**src/rtl/hc_pkg.sv**
```systemverilog
// Shared Huffman front-end definitions: FSM encoding, sort direction codes and the
// compare-and-swap key also used by the code-construction stage.
package hc_pkg;

  typedef enum logic [1:0] {
    ST_ACCUM = 2'd0,
    ST_LOAD  = 2'd1,
    ST_SORT  = 2'd2,
    ST_EMIT  = 2'd3
  } hc_state_e;

  localparam logic SORT_ASC  = 1'b0;
  localparam logic SORT_DESC = 1'b1;

  localparam int KEY_CNT_W = 32;
  localparam int KEY_IDX_W = 16;

  // True when entry a must move behind entry b; equal counts keep the smaller symbol first.
  function automatic logic key_swap(input logic [KEY_CNT_W-1:0] cnt_a,
                                    input logic [KEY_IDX_W-1:0] idx_a,
                                    input logic [KEY_CNT_W-1:0] cnt_b,
                                    input logic [KEY_IDX_W-1:0] idx_b,
                                    input logic                 desc);
    logic swap;
    if (cnt_a == cnt_b)        swap = (idx_a > idx_b);
    else if (desc == SORT_DESC) swap = (cnt_a < cnt_b);
    else                        swap = (cnt_a > cnt_b);
    return swap;
  endfunction

endpackage

```
**src/rtl/rank_sort_core.sv**
```systemverilog
// Odd-even transposition sorter over (count, symbol) pairs: one pass per step, N_SYM passes.
// Exposes the post-pass array so the caller can capture the final pass without an extra cycle.
module rank_sort_core
  import hc_pkg::*;
#(
  parameter int N_SYM = 6,
  parameter int CNT_W = 8,
  parameter int IDX_W = 3
) (
  input  logic                   clk,
  input  logic                   reset_n,
  input  logic                   load_i,
  input  logic                   step_i,
  input  logic                   desc_i,
  input  logic [N_SYM*CNT_W-1:0] cnt_i,
  output logic                   done_o,
  output logic [N_SYM*CNT_W-1:0] cnt_nxt_o,
  output logic [N_SYM*IDX_W-1:0] idx_nxt_o
);

  localparam int PASS_W = $clog2(N_SYM);

  logic [CNT_W-1:0]  cnt_q [N_SYM];
  logic [CNT_W-1:0]  cnt_d [N_SYM];
  logic [IDX_W-1:0]  idx_q [N_SYM];
  logic [IDX_W-1:0]  idx_d [N_SYM];
  logic [PASS_W-1:0] pass_q;
  logic              phase_q;

  always_comb begin
    cnt_d = cnt_q;
    idx_d = idx_q;
    for (int j = 0; j < N_SYM - 1; j++) begin
      if (((j % 2) == 1) == phase_q &&
          key_swap(KEY_CNT_W'(cnt_q[j]), KEY_IDX_W'(idx_q[j]),
                   KEY_CNT_W'(cnt_q[j+1]), KEY_IDX_W'(idx_q[j+1]), desc_i)) begin
        cnt_d[j]   = cnt_q[j+1];
        cnt_d[j+1] = cnt_q[j];
        idx_d[j]   = idx_q[j+1];
        idx_d[j+1] = idx_q[j];
      end
    end
  end

  assign done_o = step_i && (pass_q == PASS_W'(N_SYM - 1));

  for (genvar k = 0; k < N_SYM; k++) begin : g_flat
    assign cnt_nxt_o[k*CNT_W +: CNT_W] = cnt_d[k];
    assign idx_nxt_o[k*IDX_W +: IDX_W] = idx_d[k];
  end

  always_ff @(posedge clk or negedge reset_n) begin
    if (!reset_n) begin
      pass_q  <= '0;
      phase_q <= 1'b0;
      for (int k = 0; k < N_SYM; k++) begin
        cnt_q[k] <= '0;
        idx_q[k] <= '0;
      end
    end else if (load_i) begin
      pass_q  <= '0;
      phase_q <= 1'b0;
      for (int k = 0; k < N_SYM; k++) begin
        cnt_q[k] <= cnt_i[k*CNT_W +: CNT_W];
        idx_q[k] <= IDX_W'(k + 1);
      end
    end else if (step_i) begin
      pass_q  <= done_o ? '0 : pass_q + PASS_W'(1);
      phase_q <= ~phase_q;
      cnt_q   <= cnt_d;
      idx_q   <= idx_d;
    end
  end

endmodule

```
**src/rtl/symbol_rank_sorter.sv**
```systemverilog
// Framed symbol histogram with saturating counters, followed by a stable rank sort of the
// final counts. Input stalls (in_ready low) from the in_last handshake until the ranking is emitted.
module symbol_rank_sorter
  import hc_pkg::*;
#(
  parameter  int N_SYM  = 6,
  parameter  int DATA_W = 8,
  parameter  int CNT_W  = 8,
  localparam int IDX_W  = $clog2(N_SYM + 1)
) (
  input  logic                   clk,
  input  logic                   reset_n,
  input  logic                   in_valid,
  input  logic [DATA_W-1:0]      in_data,
  input  logic                   in_last,
  output logic                   in_ready,
  input  logic                   desc,
  output logic                   cnt_valid,
  output logic [N_SYM*CNT_W-1:0] cnt_out,
  output logic                   sort_valid,
  output logic [N_SYM*IDX_W-1:0] sort_idx,
  output logic [N_SYM*CNT_W-1:0] sort_cnt,
  output logic                   busy
);

  localparam int CMP_W = DATA_W + 32;

  hc_state_e              state_q;
  logic                   in_ready_q;
  logic                   desc_q;
  logic                   cnt_valid_q;
  logic                   sort_valid_q;
  logic [N_SYM*CNT_W-1:0] cnt_out_q;
  logic [N_SYM*IDX_W-1:0] sort_idx_q;
  logic [N_SYM*CNT_W-1:0] sort_cnt_q;
  logic [CNT_W-1:0]       hist_q [N_SYM];
  logic [CNT_W-1:0]       hist_d [N_SYM];
  logic [N_SYM*CNT_W-1:0] hist_flat;

  logic                   accept;
  logic                   sort_done;
  logic [N_SYM*CNT_W-1:0] core_cnt;
  logic [N_SYM*IDX_W-1:0] core_idx;

  assign accept = in_valid && in_ready_q;

  // Out-of-range symbols never match any counter, so they are accepted but dropped.
  always_comb begin
    hist_d = hist_q;
    for (int k = 0; k < N_SYM; k++) begin
      if (accept && (CMP_W'(in_data) == CMP_W'(k + 1)) && (hist_q[k] != '1)) begin
        hist_d[k] = hist_q[k] + CNT_W'(1);
      end
    end
  end

  for (genvar k = 0; k < N_SYM; k++) begin : g_hist_flat
    assign hist_flat[k*CNT_W +: CNT_W] = hist_d[k];
  end

  rank_sort_core #(
    .N_SYM (N_SYM),
    .CNT_W (CNT_W),
    .IDX_W (IDX_W)
  ) u_core (
    .clk       (clk),
    .reset_n   (reset_n),
    .load_i    (state_q == ST_LOAD),
    .step_i    (state_q == ST_SORT),
    .desc_i    (desc_q),
    .cnt_i     (cnt_out_q),
    .done_o    (sort_done),
    .cnt_nxt_o (core_cnt),
    .idx_nxt_o (core_idx)
  );

  always_ff @(posedge clk or negedge reset_n) begin
    if (!reset_n) begin
      state_q      <= ST_ACCUM;
      in_ready_q   <= 1'b1;
      desc_q       <= SORT_ASC;
      cnt_valid_q  <= 1'b0;
      sort_valid_q <= 1'b0;
      cnt_out_q    <= '0;
      sort_idx_q   <= '0;
      sort_cnt_q   <= '0;
      for (int k = 0; k < N_SYM; k++) hist_q[k] <= '0;
    end else begin
      cnt_valid_q  <= 1'b0;
      sort_valid_q <= 1'b0;
      case (state_q)
        ST_ACCUM: begin
          if (accept) begin
            if (in_last) begin
              cnt_out_q   <= hist_flat;
              cnt_valid_q <= 1'b1;
              desc_q      <= desc;
              in_ready_q  <= 1'b0;
              state_q     <= ST_LOAD;
              for (int k = 0; k < N_SYM; k++) hist_q[k] <= '0;
            end else begin
              hist_q <= hist_d;
            end
          end
        end
        ST_LOAD: state_q <= ST_SORT;
        // Capture the last pass's result directly so the ranking is valid in EMIT.
        ST_SORT: begin
          if (sort_done) begin
            sort_idx_q   <= core_idx;
            sort_cnt_q   <= core_cnt;
            sort_valid_q <= 1'b1;
            state_q      <= ST_EMIT;
          end
        end
        ST_EMIT: begin
          in_ready_q <= 1'b1;
          state_q    <= ST_ACCUM;
        end
        default: state_q <= ST_ACCUM;
      endcase
    end
  end

  assign in_ready   = in_ready_q;
  assign busy       = !in_ready_q;
  assign cnt_valid  = cnt_valid_q;
  assign cnt_out    = cnt_out_q;
  assign sort_valid = sort_valid_q;
  assign sort_idx   = sort_idx_q;
  assign sort_cnt   = sort_cnt_q;

endmodule

```
**config.mk**
```make
export PLATFORM = sky130hd
export DESIGN_NAME = symbol_rank_sorter
export DESIGN_NICKNAME = d
export VERILOG_FILES = /design/src/rtl/hc_pkg.sv /design/src/rtl/rank_sort_core.sv /design/src/rtl/symbol_rank_sorter.sv
export SDC_FILE = /design/constraint.sdc
export NUM_CORES = 1
export LEC_CHECK = 0
export CAP_MARGIN = 0
export CELL_PAD_IN_SITES_DETAIL_PLACEMENT = 0
export CELL_PAD_IN_SITES_GLOBAL_PLACEMENT = 1
export CORE_AREA = 3 3 180 182
export CTS_BUF_LIST = sky130_fd_sc_hd__clkbuf_8
export CTS_CLUSTER_DIAMETER = 200
export CTS_CLUSTER_SIZE = 14
export DETAILED_ROUTE_END_ITERATION = 8
export DIE_AREA = 0 0 183 185
export GPL_TIMING_DRIVEN = 0
export PLACE_DENSITY_LB_ADDON = 0.1
export SLEW_MARGIN = 20
export SYNTH_ARGS = -nofsm -noshare
export SYNTH_HDL_FRONTEND = slang
export SYNTH_HIERARCHICAL = 1
export SYNTH_SLANG_ARGS = --single-unit
```
**constraint.sdc**
```tcl
create_clock -name clk -period 3.9 [get_ports clk]
set_clock_uncertainty 0.15 [all_clocks]
set_input_delay 1.17 -clock clk [delete_from_list [all_inputs] [get_ports clk]]
set_output_delay 1.17 -clock clk [all_outputs]
set_load 0.05 [all_outputs]
```
# == Word level (Yosys, flattened, before mapping) ==
# Cells that the tools add are included.
# word_totals
register_bits,238
input_bits,13
out_inout_bits,118
elab_cells,151
# op_classes
addsub,7
n_lt_le_gt_ge,15
eq_ne,24
mux,48
n_bitwise,1
reduce_logical,28
# ops
cell,n
two-way mux 48 bit,3
two-way mux 16 bit,5
"adder 8 x 1 -> 8 bit, second input constant",6
two-way mux 8 bit,6
"inequality test 8 bit, second input constant",6
equality test 8 bit,5
greater-than comparator 8 bit,5
< comparator 8 bit,5
two-way mux 18 bit,2
two-way mux 6 bit,5
"equality test 8 x 3 -> 1 bit, second input constant",3
logical AND 1 bit,19
two-way mux 1 bit,19
"equality test 8 x 2 -> 1 bit, second input constant",2
greater-than comparator 3 bit,5
two-way mux 3 bit,3
AND reduction 3 bit,3
"equality test 8 x 1 -> 1 bit, second input constant",1
one-hot mux 2 bit (4 select lines),1
two-way mux 2 bit,3
"inequality test 2 bit, second input constant",3
"equality test 2 bit, second input constant",2
AND reduction 2 bit,2
nonzero test 2 bit,2
7 further kinds,7

# == Depth between registers and ports, before layout ==
# logic_depth
depth_word,11
depth_mapped,12
mapped_depth_nobuf,10

# == Cells and area by module ==
# The synthesis kept the hierarchy.
# by_module_without_submodules
mod,n_inst,cells_per_inst,area_each_um2,seq_area_each_um2
symbol_rank_sorter,1,823,8411.8,4205.3
rank_sort_core,1,754,6139.6,1751.7

# == Worst setup path after synthesis ==
# No wires, ideal clock.
# synth_path
kind,flip-flop to flip-flop
startpoint,register state_q[0]
endpoint,"register sort_cnt_q[0], in the netlist sort_cnt[0]"
setup_time_ps,125
t_arrival_ps,3063
required_ps,3625
setup_slack_ps,562
path_stages_with_launch,12
n_path_buf,6
synth_period_minus_slack_ps,3338
cell_sequence,dfrtp_1 > inv_1 > ha_1 > clkbuf_1 > buf_1 > buf_1 > and3_1 > and2_1 > clkbuf_1 > clkbuf_1 > clkbuf_1 > mux2_2
# synth_via
elab_chain_len,3
# synth_lines
item,line_no,rtl
from (decl),symbol_rank_sorter.sv:28,hc_state_e state_q;
from (signal assigned),symbol_rank_sorter.sv:79,state_q <= ST_ACCUM;
from (signal assigned),symbol_rank_sorter.sv:99,state_q <= ST_LOAD;
from (signal assigned),symbol_rank_sorter.sv:106,ST_LOAD: state_q <= ST_SORT;
equality test 2 bit,symbol_rank_sorter.sv:69,".step_i (state_q == ST_SORT),"
logical AND 1 bit,rank_sort_core.sv:45,assign done_o = step_i && (pass_q == PASS_W'(N_SYM - 1));
via sort_done,symbol_rank_sorter.sv:41,logic sort_done;
AND reduction 2 bit (no source line),--,
to (signal assigned),symbol_rank_sorter.sv:111,sort_cnt_q <= core_cnt;
to (decl),symbol_rank_sorter.sv:35,logic [N_SYM*CNT_W-1:0] sort_cnt_q;
# The timed path passes the listed nets, and every way through them passes these cells.
# A chain may end at the register's enable or synchronous reset.

# == Worst setup path in the final report ==
# layout_path
startpoint,register state_q[0]
endpoint,"register sort_cnt_q[5], in the netlist sort_cnt[5]"
# The elaborated chain is that of the path after synthesis.

==> out/metrics.cfg <==
[route]
drcViolationCount=0
wl_um=48100
drt_first_pass_iters=5
via_per_inst=6.12
wire_per_inst_um=22.6
drt_iter0_drc=953
vias=13100
drtAntennaViolNets=0

[worst_setup_path]
crit_buf_inv=6
cp_max_fo=19
cp.required_ns=4.20
start_kind=register
criticalPathCategory=reg -> reg
r2r_cells=10
path_common_cell=clkbuf_2
slowest_stage=dfrtp_1
cpPeakStageDelay_ns=0.43
r2r-end=sort_cnt[5]
path_cells=inv_1 > ha_1 > clkbuf_2 > buf_4 > and3_1 > and2_1 > clkbuf_1 > clkbuf_2 > clkbuf_2 > mux2_2
path_delay_family=buffers and inverters
worstSetupEndpointType=register
rrSetupSlack_ns=0.29
r2r_start=state_q[0]
arrival_ns=3.91

[logic_synthesis]
synth_edf_count=0
ys_ff_latch=238
syn_area_um2=14600
syn_nets=1658
postSynthCellCount=1577
synth_ff_type=dfrtp_1
async_flop_share_pct=100
ys_warn_count=6
synth-seq-area-share_pct=40.9
synth_largest_area_cell=dfrtp_1
avgSynthCellArea_um2=9.23
synth_top_area_share_pct=40.8
yosysUniqueCellTypes=84
synth_area_leaders=dfrtp_1 41%, mux2_2 6.9%, ha_1 5.8%

[place]
post-dp-hpwl_um=35600
numPortBuffers=129
dpl-instance-area_um2=16400
place_congestion=0.909

[cells_and_area]
fin_util_pct=54.4
fin_area_um2=16700
fin_nets=1810
area.growth.synth_to_final_pct=14.9
register_area_um2=5960
multiInputGateArea_um2=7800
nFillCells=2968
diodes=0
drive_above_1_share_pct=10.1

[timing]
setup_tns_ns=0
setup_viol=0
drv_slew=0
final_hold_viol_count=0
period_needed_ns=3.61
worstMarginPinSlew_ns=0.945
relSlewSlack_pct=37.0
rsz0062_at_grt=false
fmax_ghz=0.277
post-route-period-util_pct=92.5

[power]
power_leakage_nw=7.26
vdd_ir_drop_max_uv=345
pwr_density_cell_nw_per_um2=827
total_power_w=0.0138

[grt]
grt_pass1_wl_um=75100
overflow=0
antenna_found_initial=0
grt_max_degree=96
grt.total_usage_pct=28.1
grt_pass1_vias=12700

[floorplan]
start_util_pct=47.3
dieHeight_um=185
die-area_um2=33900
num_rows=64
fp.dieW_um=183
core_area_um2=30700
io_pins=131

[cts]
clkTransAtPathRegs_ns=0.11
cts_max_path_buffers=3
ctsResizeCount=6
cts_tree=done
cts_hold_buf=0
h-tree-depth=1
root_buffer=clkbuf_8
post_cts_buffers=0
cts.sink_count=238
clk_latency_ns=0.58
cts_buffers=20

[outcome]
status=finished, final reports clean

[job]
drv_cap=0

[worst_hold_path]
hp-class=reg -> reg
holdPathStages=1
holdCritStartpoint=sort_cnt[28]
min_to=sort_cnt[28]

-- cell usage after synthesis, drive strengths merged, types with 16 or more instances --
cell / number
dfrtp: 237
nand2: 146
nor2: 136
o21ai: 107
mux2: 89
inv: 88
a21oi: 85
clkbuf: 73
ha: 68
mux2i: 60
a31oi: 53
nand3: 41
o211ai: 35
buf: 32
nand4: 30
a211o: 24
and3: 20
nor4: 17
a22oi: 16
nor3: 16
or3: 16
-- flip-flops by register name (all words and copies together), names as in the netlist --
name            count
sort_valid          1
sort_cnt           48
cnt_valid           1
u_core/phase_q      1
state_q             2
sort_idx           18
desc_q              1
u_core/pass_q       3
hist_q             48
in_ready            1
u_core/idx_q       18
u_core/cnt_q       48
cnt_out            48
-- metal layers --
layer	vias to the layer above	track usage [%]	wire, um	part of all wire [%]
li1	6109	-	-	-
met1	6458	39.1	21200	44
met2	416	47.5	23200	48
met3	70	2.89	2510	5.2
met4	0	7.34	1230	2.6
met5	-	0	0	0
-- per-stage QoR --
stage	hold slack, ns	setup slack, ns	cells
2_1_floorplan	0.294	0.562	1577
3_3_place_gp	0.340	-9.20	2102
3_5_place_dp	0.344	-1.07	2104
4_1_cts	0.352	0.0706	2133
5_1_grt	0.379	0.146	2133
6_report	0.362	0.294	2133
-- layout make-up --
cell class / instances / area share [%]
buffer: 104 / 2.76
clock buffer: 20 / 1.65
clock inverter: 10 / 0.254
inverter: 89 / 2.00
multi-input combinational: 1145 / 46.7
sequential: 238 / 35.6
tap: 396 / 2.96
timing repair buffer: 131 / 8.08
-- cells by family after synthesis --
| family | count (synthesis) | synth area share [%] |
|---|---|---|
| compound gates | 434 | 19.9 |
| xor+xnor | 2 | 0.120 |
| fa+ha+maj | 68 | 5.85 |
| buf+inv | 194 | 5.43 |
| flops | 238 | 40.9 |
| mux | 149 | 11.0 |
| simple gates | 492 | 16.7 |
-- report_power, final --
part | total, W | switching (W) | internal (W)
registers | 0.00412 | 0.000956 | 0.00316
clock network | 0.00138 | 0.000903 | 0.000478
logic | 0.00834 | 0.00526 | 0.00308
-- cell usage in the layout (no fill, tap or decap), drive strengths merged, types with 34 or more instances in the layout --
| cell | instances |
|---|---|
| nand3 | 41 |
| nor2 | 136 |
| nand2 | 146 |
| inv | 98 |
| o211ai | 35 |
| a21oi | 85 |
| clkdlybuf4s50 | 128 |
| dfrtp | 237 |
| o21ai | 107 |
| a31oi | 53 |
| ha | 68 |
| clkbuf | 93 |
| mux2i | 60 |
| mux2 | 89 |
| buf | 34 |
-- worst max-delay path by stage --
stage / startpoint / to / slack [ns] / cells past startpoint
after floorplan: state_q[0] / sort_cnt[0] / 0.56 / 11
final: state_q[0] / sort_cnt[5] / 0.29 / 10
after detailed placement: state_q[0] / sort_cnt[19] / -1.07 / 11
after CTS: state_q[0] / sort_cnt[0] / 0.07 / 10
after global placement: reset_n / hist_q[37] / -9.20 / 1
after global routing: state_q[0] / sort_idx[8] / 0.15 / 10
(Power assumes the default switching activity.)
